==> src/rtl/pcap_replay_pkg.sv <==
// Shared definitions for the pcap replay QDR read/write paths.
package pcap_replay_pkg;

    typedef enum logic [1:0] {
        IDLE  = 2'd0,
        READ  = 2'd1,
        DRAIN = 2'd2,
        FLUSH = 2'd3
    } state_t;

    // FIFO words (beats) delivered by one read command of the given burst length
    function automatic int unsigned burst_beats(input int unsigned burst_length);
        return burst_length / 2;
    endfunction

    // Ceiling log2, never below 1 so it can size a counter directly
    function automatic int unsigned clog2(input int unsigned value);
        int unsigned r;
        r = 0;
        for (int i = 0; i < 32; i++) begin
            if ((32'd1 << i) < value) r = i + 1;
        end
        return (r == 0) ? 1 : r;
    endfunction

endpackage

==> src/rtl/rd_credit_ctr.sv <==
// Saturating count of in-flight read beats; gates new commands on free credit.
module rd_credit_ctr
    import pcap_replay_pkg::*;
#(
    parameter int unsigned MAX_OUTSTANDING = 8,
    parameter int unsigned BEATS = 1,
    localparam int unsigned CW = clog2(MAX_OUTSTANDING + 1)
) (
    input  logic          clk,
    input  logic          rst,
    input  logic          clear,
    input  logic          issue,
    input  logic          ret,
    output logic [CW-1:0] count,
    output logic          can_issue_c
);

    localparam int unsigned SW = CW + 1;

    logic [SW-1:0] sum_c;
    logic          take_c;
    logic          give_c;

    // One extra bit of headroom so +BEATS cannot wrap before the saturation check
    always_comb begin
        can_issue_c = (SW'(count) + SW'(BEATS)) <= SW'(MAX_OUTSTANDING);
        take_c      = issue && can_issue_c;
        give_c      = ret && (count != '0);
        sum_c       = SW'(count);
        if (take_c) sum_c = sum_c + SW'(BEATS);
        if (give_c) sum_c = sum_c - SW'(1);
        if (sum_c > SW'(MAX_OUTSTANDING)) sum_c = SW'(MAX_OUTSTANDING);
    end

    always_ff @(posedge clk) begin
        if (rst || clear) count <= '0;
        else              count <= CW'(sum_c);
    end

endmodule

==> src/rtl/mem_to_fifo.sv <==
// Replays a stored capture from QDR SRAM into the output FIFO, credit-limited
// so every returned beat already has FIFO space reserved.
module mem_to_fifo
    import pcap_replay_pkg::*;
#(
    parameter int unsigned FIFO_DATA_WIDTH  = 72,
    parameter int unsigned MEM_ADDR_WIDTH   = 19,
    parameter int unsigned MEM_DATA_WIDTH   = 36,
    parameter int unsigned MEM_BURST_LENGTH = 2,
    parameter int unsigned MEM_ADDR_LOW     = 0,
    parameter int unsigned MAX_OUTSTANDING  = 8,
    parameter int unsigned REPLAY_CNT_WIDTH = 32
) (
    input  logic                        clk,
    input  logic                        rst,
    output logic                        fifo_wr_en,
    output logic [FIFO_DATA_WIDTH-1:0]  fifo_data,
    input  logic                        fifo_nearly_full,
    output logic                        mem_r_n,
    output logic [MEM_ADDR_WIDTH-1:0]   mem_ad_rd,
    input  logic                        mem_rd_full,
    input  logic                        mem_dr_valid,
    input  logic [MEM_DATA_WIDTH-1:0]   mem_qrl,
    input  logic [MEM_DATA_WIDTH-1:0]   mem_qrh,
    input  logic [MEM_ADDR_WIDTH:0]     mem_addr_high,
    input  logic [REPLAY_CNT_WIDTH-1:0] replay_cnt,
    input  logic                        start,
    input  logic                        sw_rst,
    input  logic                        cal_done,
    output logic                        busy,
    output logic                        done
);

    localparam int unsigned B  = burst_beats(MEM_BURST_LENGTH);
    localparam int unsigned CW = clog2(MAX_OUTSTANDING + 1);
    localparam int unsigned PW = MEM_ADDR_WIDTH + 1;

    state_t                      state;
    logic [PW-1:0]               word_ptr;
    logic [REPLAY_CNT_WIDTH-1:0] passes_left;
    logic [CW-1:0]               outstanding;
    logic [PW-1:0]               end_ptr_c;
    logic [PW-1:0]               ptr_step_c;
    logic                        can_issue_c;
    logic                        issue_c;
    logic                        last_c;
    logic                        empty_c;
    logic                        beat_c;
    logic                        wr_c;

    rd_credit_ctr #(
        .MAX_OUTSTANDING (MAX_OUTSTANDING),
        .BEATS           (B)
    ) u_credit (
        .clk         (clk),
        .rst         (rst),
        .clear       (state == IDLE),
        .issue       (issue_c),
        .ret         (mem_dr_valid),
        .count       (outstanding),
        .can_issue_c (can_issue_c)
    );

    // Two-beat bursts address FIFO-word pairs, so the end index is rounded down to even
    always_comb begin
        end_ptr_c  = (B == 2) ? {mem_addr_high[PW-1:1], 1'b0} : mem_addr_high;
        empty_c    = end_ptr_c <= PW'(MEM_ADDR_LOW);
        ptr_step_c = word_ptr + PW'(B);
        last_c     = ptr_step_c >= end_ptr_c;
        issue_c    = (state == READ) && cal_done && !sw_rst && !mem_rd_full
                     && !fifo_nearly_full && can_issue_c;
        beat_c     = mem_dr_valid && (outstanding != '0);
        wr_c       = beat_c && !sw_rst && ((state == READ) || (state == DRAIN));
    end

    always_ff @(posedge clk) begin
        if (rst) begin
            state       <= IDLE;
            word_ptr    <= PW'(MEM_ADDR_LOW);
            passes_left <= '0;
            mem_r_n     <= 1'b1;
            mem_ad_rd   <= '0;
            fifo_wr_en  <= 1'b0;
            fifo_data   <= '0;
            busy        <= 1'b0;
            done        <= 1'b0;
        end else begin
            mem_r_n    <= !issue_c;
            done       <= 1'b0;
            fifo_wr_en <= wr_c;
            if (wr_c) fifo_data <= FIFO_DATA_WIDTH'({mem_qrh, mem_qrl});

            // passes_left == 0 means endless replay, == 1 means this is the final pass
            if (issue_c) begin
                mem_ad_rd <= (B == 2) ? word_ptr[PW-1:1] : word_ptr[MEM_ADDR_WIDTH-1:0];
                if (!last_c) begin
                    word_ptr <= ptr_step_c;
                end else if (passes_left != REPLAY_CNT_WIDTH'(1)) begin
                    word_ptr <= PW'(MEM_ADDR_LOW);
                    if (passes_left != '0) passes_left <= passes_left - REPLAY_CNT_WIDTH'(1);
                end
            end

            case (state)
                IDLE: begin
                    if (start && cal_done) begin
                        word_ptr    <= PW'(MEM_ADDR_LOW);
                        passes_left <= replay_cnt;
                        busy        <= 1'b1;
                        state       <= empty_c ? DRAIN : READ;
                    end
                end
                READ: begin
                    if (sw_rst) state <= FLUSH;
                    else if (issue_c && last_c && (passes_left == REPLAY_CNT_WIDTH'(1)))
                        state <= DRAIN;
                end
                DRAIN: begin
                    if (sw_rst) begin
                        state <= FLUSH;
                    end else if (outstanding == '0) begin
                        state <= IDLE;
                        busy  <= 1'b0;
                        done  <= 1'b1;
                    end
                end
                FLUSH: begin
                    if (outstanding == '0) begin
                        state <= IDLE;
                        busy  <= 1'b0;
                    end
                end
                default: state <= IDLE;
            endcase
        end
    end

endmodule

==> config.mk <==
export PLATFORM = sky130hd
export DESIGN_NAME = mem_to_fifo
export DESIGN_NICKNAME = d
export VERILOG_FILES = /design/src/rtl/pcap_replay_pkg.sv /design/src/rtl/rd_credit_ctr.sv /design/src/rtl/mem_to_fifo.sv
export SDC_FILE = /design/constraint.sdc
export NUM_CORES = 1
export LEC_CHECK = 0
export BUFFER_PORTS_ARGS = -buffer_cell sky130_fd_sc_hd__buf_2
export CORE_AREA = 5 5 121 123
export DETAILED_ROUTE_END_ITERATION = 8
export DIE_AREA = 0 0 126 128
export PLACE_DENSITY = 0.84
export SYNTH_ARGS = -nofsm -noshare
export SYNTH_HDL_FRONTEND = slang
export SYNTH_SLANG_ARGS = --single-unit
export TNS_END_PERCENT = 1
==> constraint.sdc <==
create_clock -name clk -period 5.8 [get_ports clk]
set_input_delay 0.29 -clock clk [delete_from_list [all_inputs] [get_ports clk]]
set_output_delay 0.29 -clock clk [all_outputs]
set_load 0.05 [all_outputs]
* After elaboration in Yosys (flattened, before gate mapping)
Cells that the tools add are included.
Operators by class: add/subtract/negate cells 4, $lt $le $gt $ge 4, equal/unequal tests 8, mux-type cells 26, bitwise logic cells 1, reductions and logical operators 27
Operators by type and width (count):
- two-way mux 32 bit | 6
- two-way mux 20 bit | 5
- equality test 32 x 1 -> 1 bit (second input constant) | 1
- inequality test 32 x 1 -> 1 bit (second input constant) | 1
- nonzero test 32 bit | 1
- subtractor 32 x 1 -> 32 bit (second input constant) | 1
- adder 20 x 1 -> 20 bit (second input constant) | 1
- >= comparator 20 bit | 1
- <= comparator 20 x 1 -> 1 bit (second input constant) | 1
- logical AND 1 bit | 12
- two-way mux 2 bit | 6
- two-way mux 5 bit | 2
- case mux 2 bit (4 select lines) | 1
- adder 4 x 1 -> 5 bit (second input constant) | 1
- greater-than comparator 5 x 4 -> 1 bit (second input constant) | 1
- <= comparator 5 x 4 -> 1 bit (second input constant) | 1
- subtractor 5 x 1 -> 5 bit (second input constant) | 1
- equality test 2 bit (second input constant) | 2
- zero test 1 bit | 4
- zero test 4 bit | 1
- two-way mux 1 bit | 4
- two-way mux 4 bit | 1
- inequality test 2 bit (second input constant) | 2
- nonzero test 4 bit | 1
- other kinds (11) | 12
Word-level totals: register bits 153, output and inout port bits 95, word-level logic and storage cells 81

* Longest topological paths before layout
depth after elaboration 12, gate-level depth with buffers 17

* By module
From an unflattened synthesis, not the netlist that was laid out.
Second synthesis, totals: cell total of the unflattened synthesis 949, area, all modules 7589.8 µm²
By module, submodules not included:
- mem_to_fifo | times used 1, cells an instance 892, area each 7094.3 µm², sequential area each 2982.9 µm²
- rd_credit_ctr | times used 1, cells an instance 57, area each 495.5 µm², sequential area each 80.1 µm²

* Least setup slack after synthesis
No wires, ideal clock.
path kind register to register, start register word_ptr[2], end register word_ptr[11], library setup time 0.059 ns, data arrival time 3.716 ns, data required time 5.741 ns, setup slack 2.025 ns, cell stages (with the launch flop) 15, cells stage by stage dfxtp_1 and3_1 nand3_1 or3_1 nor2_1 xor2_1 ha_1 nand4_1 nor2_1 a22o_1 a311o_1 or4_1 clkbuf_1 or4_1 nand2_1
On the way: cells in the longest elaborated chain, start to end 6
Ends and longest elaborated chain:
- start, declared | line mem_to_fifo.sv:39 | logic [PW-1:0] word_ptr;
- start signal, assigned | line mem_to_fifo.sv:79 | word_ptr <= PW'(MEM_ADDR_LOW);
- start signal, assigned | line mem_to_fifo.sv:97 | word_ptr <= ptr_step_c;
- start signal, assigned | line mem_to_fifo.sv:99 | word_ptr <= PW'(MEM_ADDR_LOW);
- adder 20 x 1 -> 20 bit (*) | line mem_to_fifo.sv:68 | ptr_step_c = word_ptr + PW'(B);
- >= comparator 20 bit | line mem_to_fifo.sv:69 | last_c = ptr_step_c >= end_ptr_c;
- two-way mux 20 bit (*) | line mem_to_fifo.sv:96 | if (!last_c) begin
- two-way mux 20 bit (*) | line mem_to_fifo.sv:94 | if (issue_c) begin
- two-way mux 20 bit | line mem_to_fifo.sv:106 | if (start && cal_done) begin
- two-way mux 20 bit (*) | line mem_to_fifo.sv:104 | case (state)
Mark *: on every way between the ends. The rest lies on a longest branch, timed or not. A chain may end at the register's enable or synchronous reset.

* Worst setup path in the final report
start register word_ptr[0], end register passes_left[14]
On the way: cells in the longest elaborated chain, start to end 6
Ends and longest elaborated chain:
- adder 20 x 1 -> 20 bit (*) | line mem_to_fifo.sv:68
- >= comparator 20 bit (*) | line mem_to_fifo.sv:69
- two-way mux 32 bit (*) | line mem_to_fifo.sv:96
- two-way mux 32 bit (*) | line mem_to_fifo.sv:94
- two-way mux 32 bit | line mem_to_fifo.sv:106
- two-way mux 32 bit (*) | line mem_to_fifo.sv:104
- end signal, assigned | line mem_to_fifo.sv:100 | if (passes_left != '0) passes_left <= passes_left - REPLAY_CNT_WIDTH'(1);
- end signal, assigned | line mem_to_fifo.sv:108 | passes_left <= replay_cnt;
- end, declared | line mem_to_fifo.sv:40 | logic [REPLAY_CNT_WIDTH-1:0] passes_left;
Marks and branches as above.

==> metrics.md <==
| Metric | Value |
|---|---|
| Post-cts sizing count | `0` |
| Commonest non-fill, non-tap cell in the layout | `buf_2` |
| CTS max path bufs | `2` |
| Ratio of final minimum period to clock period | `74.71%` |
| Slew @ Worst Pin | `1.148 ns` |
| # setup viols final | `0` |
| Mean Syn Cell Area | `7.986 um2` |
| Fmax achieved | `0.2308 GHz` |
| Wire per inst | `14.88 um` |
| R2r setup slk | `1.47 ns` |
| Post-synthesis cell type count | `61` |
| Filler cells | `1169` |
| Pre-CTS setup slack | `1.529 ns` |
| Hold Violations, Final | `0` |
| # rows | `43` |
| TritonCTS clock tree | `done` |
| Initial Utilization | `53.42%` |
| Die Y | `128 um` |
| Port Buffers | `226` |
| Clock transition at path regs | `0.07 ns` |
| Die ar. | `0.01613 mm2` |
| Slew Viols, Final | `0` |
| Routed Antenna Nets | `0` |
| Lkg Pwr | `3.848 nW` |
| Via/cell ratio | `5.365` |
| GP Congestion | `0.9117` |
| Crit Reg-Reg Startpoint | `word_ptr[0]` |
| Arr. time, crit path | `4.66 ns` |
| P_sw | `0.0007828 W` |
| Syn nets | `1071` |
| Clock Latency Late Sink | `0.42 ns` |
| H-tree levels | `4` |
| Sink Count | `153` |
| Hold path startpoint | `mem_qrh[11]` |
| Worst setup path start | `word_ptr[0]` |
| Antenna Cells | `0` |
| Worst Hold End | `fifo_data[47]` |
| Comb power frac | `16.5%` |
| Final wirelength | `19270 um` |
| Gr ovfl total | `0` |
| Root Buffer | `clkbuf_16` |
| Cell area power density | `302.3 mW/mm2` |
| GRT Total Usage | `22.90%` |
| Seq pwr share | `42.5%` |
| Final Skew | `0.009803 ns` |
| Initial detailed-routing violation count | `439` |
| Largest net degree at the start of global routing | `88` |
| Share of layout cells above drive strength 1 | `25.11%` |
| Synth warn | `0` |
| Synth Instances | `907` |
| Nets@finish | `1266` |
| Die Wd | `126 um` |
| Post-synth EDFFs | `0` |
| Hold path depth | `3` |
| Type of the worst setup path | `flip-flop to flip-flop` |
| Asr flop ratio synth | `0%` |
| Reg2reg end | `passes_left[14]` |
| DRC | `0` |
| Post-CTS Setup Inserts | `0` |
| I/O pins | `227` |
| Worst reg-to-reg path cell count | `16` |
| RSZ-0062 raised after global routing | `no` |
| First-pass GRT wire length | `30680 um` |
| Relative slew slack | `23.43%` |
| Cell-internal power | `0.001943 W` |
| Switching portion of total power | `28.72%` |
| Maximum fanout along the worst path | `8` |
| Synthesis-to-layout area growth | `24.48%` |
| DRT Pass-1 Iters | `5` |
| Core ar. | `0.01356 mm2` |
| Mapped Area | `0.007243 mm2` |
| Most frequent cells in the layout | `buf_2, nand2_1, dfxtp_1` |
| Initial antenna violation count | `0` |
| Synth Register Bits | `153` |
| Final min period | `4.333 ns` |
| Crit path required time | `6.13 ns` |
| Critical path startpoint category | `flip-flop` |
| Post-synthesis sequential area ratio | `42.29%` |
| Vias in the first global route | `6484` |
| Vias | `6948` |
| Synth Flop Type | `dfxtp_1` |
| Worst hold-check path type | `input port to flip-flop` |
| Crit. End Element | `flip-flop` |
| Clock buffer count from CTS | `17` |
| Clock power share | `40.9%` |
| Hold buffer count at cts | `0` |
| Post-route setup slack | `1.467 ns` |
| DP HPWL | `13860 um` |
| Status | `finished clean` |
| Max_cap viols | `0` |
| Setup TNS | `0 ns` |
| Worst vdd ir | `0.1899 mV` |
==> synth_stat cells, types with 4 or more instances <==
master	count	area, um2
nand3_1	14	70.07
nor4_1	12	75.07
nor3_1	16	80.08
clkbuf_1	46	172.7
ha_1	32	400.4
nor2_1	65	244.0
a311oi_1	5	43.79
a21oi_1	111	555.5
o21ai_1	6	30.03
nand4b_1	4	35.03
or3_1	9	56.30
a211oi_1	27	202.7
o21ai_0	11	55.05
and3_1	6	37.54
nand2_1	217	814.5
inv_1	31	116.4
xnor2_1	27	236.5
a22o_1	14	122.6
nand4_1	12	75.07
or4_1	5	37.54
xor2_1	19	166.4
dfxtp_1	153	3063
o31ai_1	5	37.54
==> worst max-delay path by stage <==
| stage | end | depth (start not counted) |
|---|---|---|
| after floorplan | word_ptr[11] | 14 |
| after global placement | word_ptr[1] | 13 |
| after detailed placement | passes_left[14] | 16 |
| after CTS | passes_left[21] | 16 |
| after global routing | passes_left[21] | 16 |
| final | passes_left[14] | 16 |
==> power groups by stage <==
stage	combinational [W]	sequential, W	clock [W]
after floorplan	0.000315	0.00119	0
after global placement	0.000436	0.00118	0
after detailed placement	0.000443	0.00118	0
after CTS	0.000450	0.00116	0.00114
after global routing	0.000503	0.00117	0.00118
final	0.000451	0.00116	0.00112
==> critical path, stage by stage (launching register included) <==
cell	delay [ns]
dfxtp_1	0.43
ha_1	0.26
nand3_1	0.15
nor2b_1	0.28
nand2_1	0.12
nor2_1	0.17
nand4_1	0.13
xnor2_1	0.17
ha_1	0.30
nand4_1	0.12
nor4_1	0.37
a22o_1	0.18
a311o_1	0.33
nand3_1	0.29
or3b_2	0.54
xor2_1	0.16
a211oi_1	0.23
==> area by class of cell <==
type	instances	area, um2	area share (%)
clock inverter	13	158.9	1.762
tap	180	225.2	2.498
sequential	153	3063	33.97
timing repair buffer	231	1171	12.99
multi-input combinational	668	3839	42.58
clock buffer	19	442.9	4.913
inverter	31	116.4	1.291
==> routing by layer <==
metal / vias up / track usage, % / part of all wire [%]
met5: - / 0 / 0
met4: 0 / 7.634 / 1.8
met3: 30 / 5.458 / 6.9
met2: 235 / 38.18 / 49
met1: 3176 / 29.34 / 42
li1: 3507 / - / -
==> sequential cells by signal (all words and copies together) (netlist names) <==
| name | cells |
|---|---|
| fifo_data | 72 |
| passes_left | 32 |
| word_ptr | 20 |
| mem_ad_rd | 19 |
| u_credit.count | 4 |
| state | 2 |
| busy | 1 |
| done | 1 |
| fifo_wr_en | 1 |
| mem_r_n | 1 |
==> through the flow <==
stage	cell area, um2	std cells	power [W]	hold slack, ns	utilization (%)
2_1_floorplan	7243	907	0.001501	0.3667	-
3_3_place_gp	8414	1263	0.001612	0.4382	62.06
3_5_place_dp	8414	1263	0.001622	0.4432	62.06
4_1_cts	9016	1295	0.002744	0.08581	66.50
5_1_grt	9016	1295	0.002850	0.09220	66.50
6_report	9016	1295	0.002726	0.09903	66.50
==> cells by family after synthesis <==
| family | after synthesis | synth area share, % |
|---|---|---|
| AND/OR/NAND/NOR | 390 | 24.74 |
| AO/OA/AOI/OAI | 199 | 16.89 |
| flip-flops | 153 | 42.29 |
| buffers and inverters | 86 | 4.854 |
| XOR/XNOR | 46 | 5.562 |
| adder cells (fa/ha/maj) | 32 | 5.528 |
| multiplexers | 1 | 0.1382 |
Power figures use the tool's default switching activity.
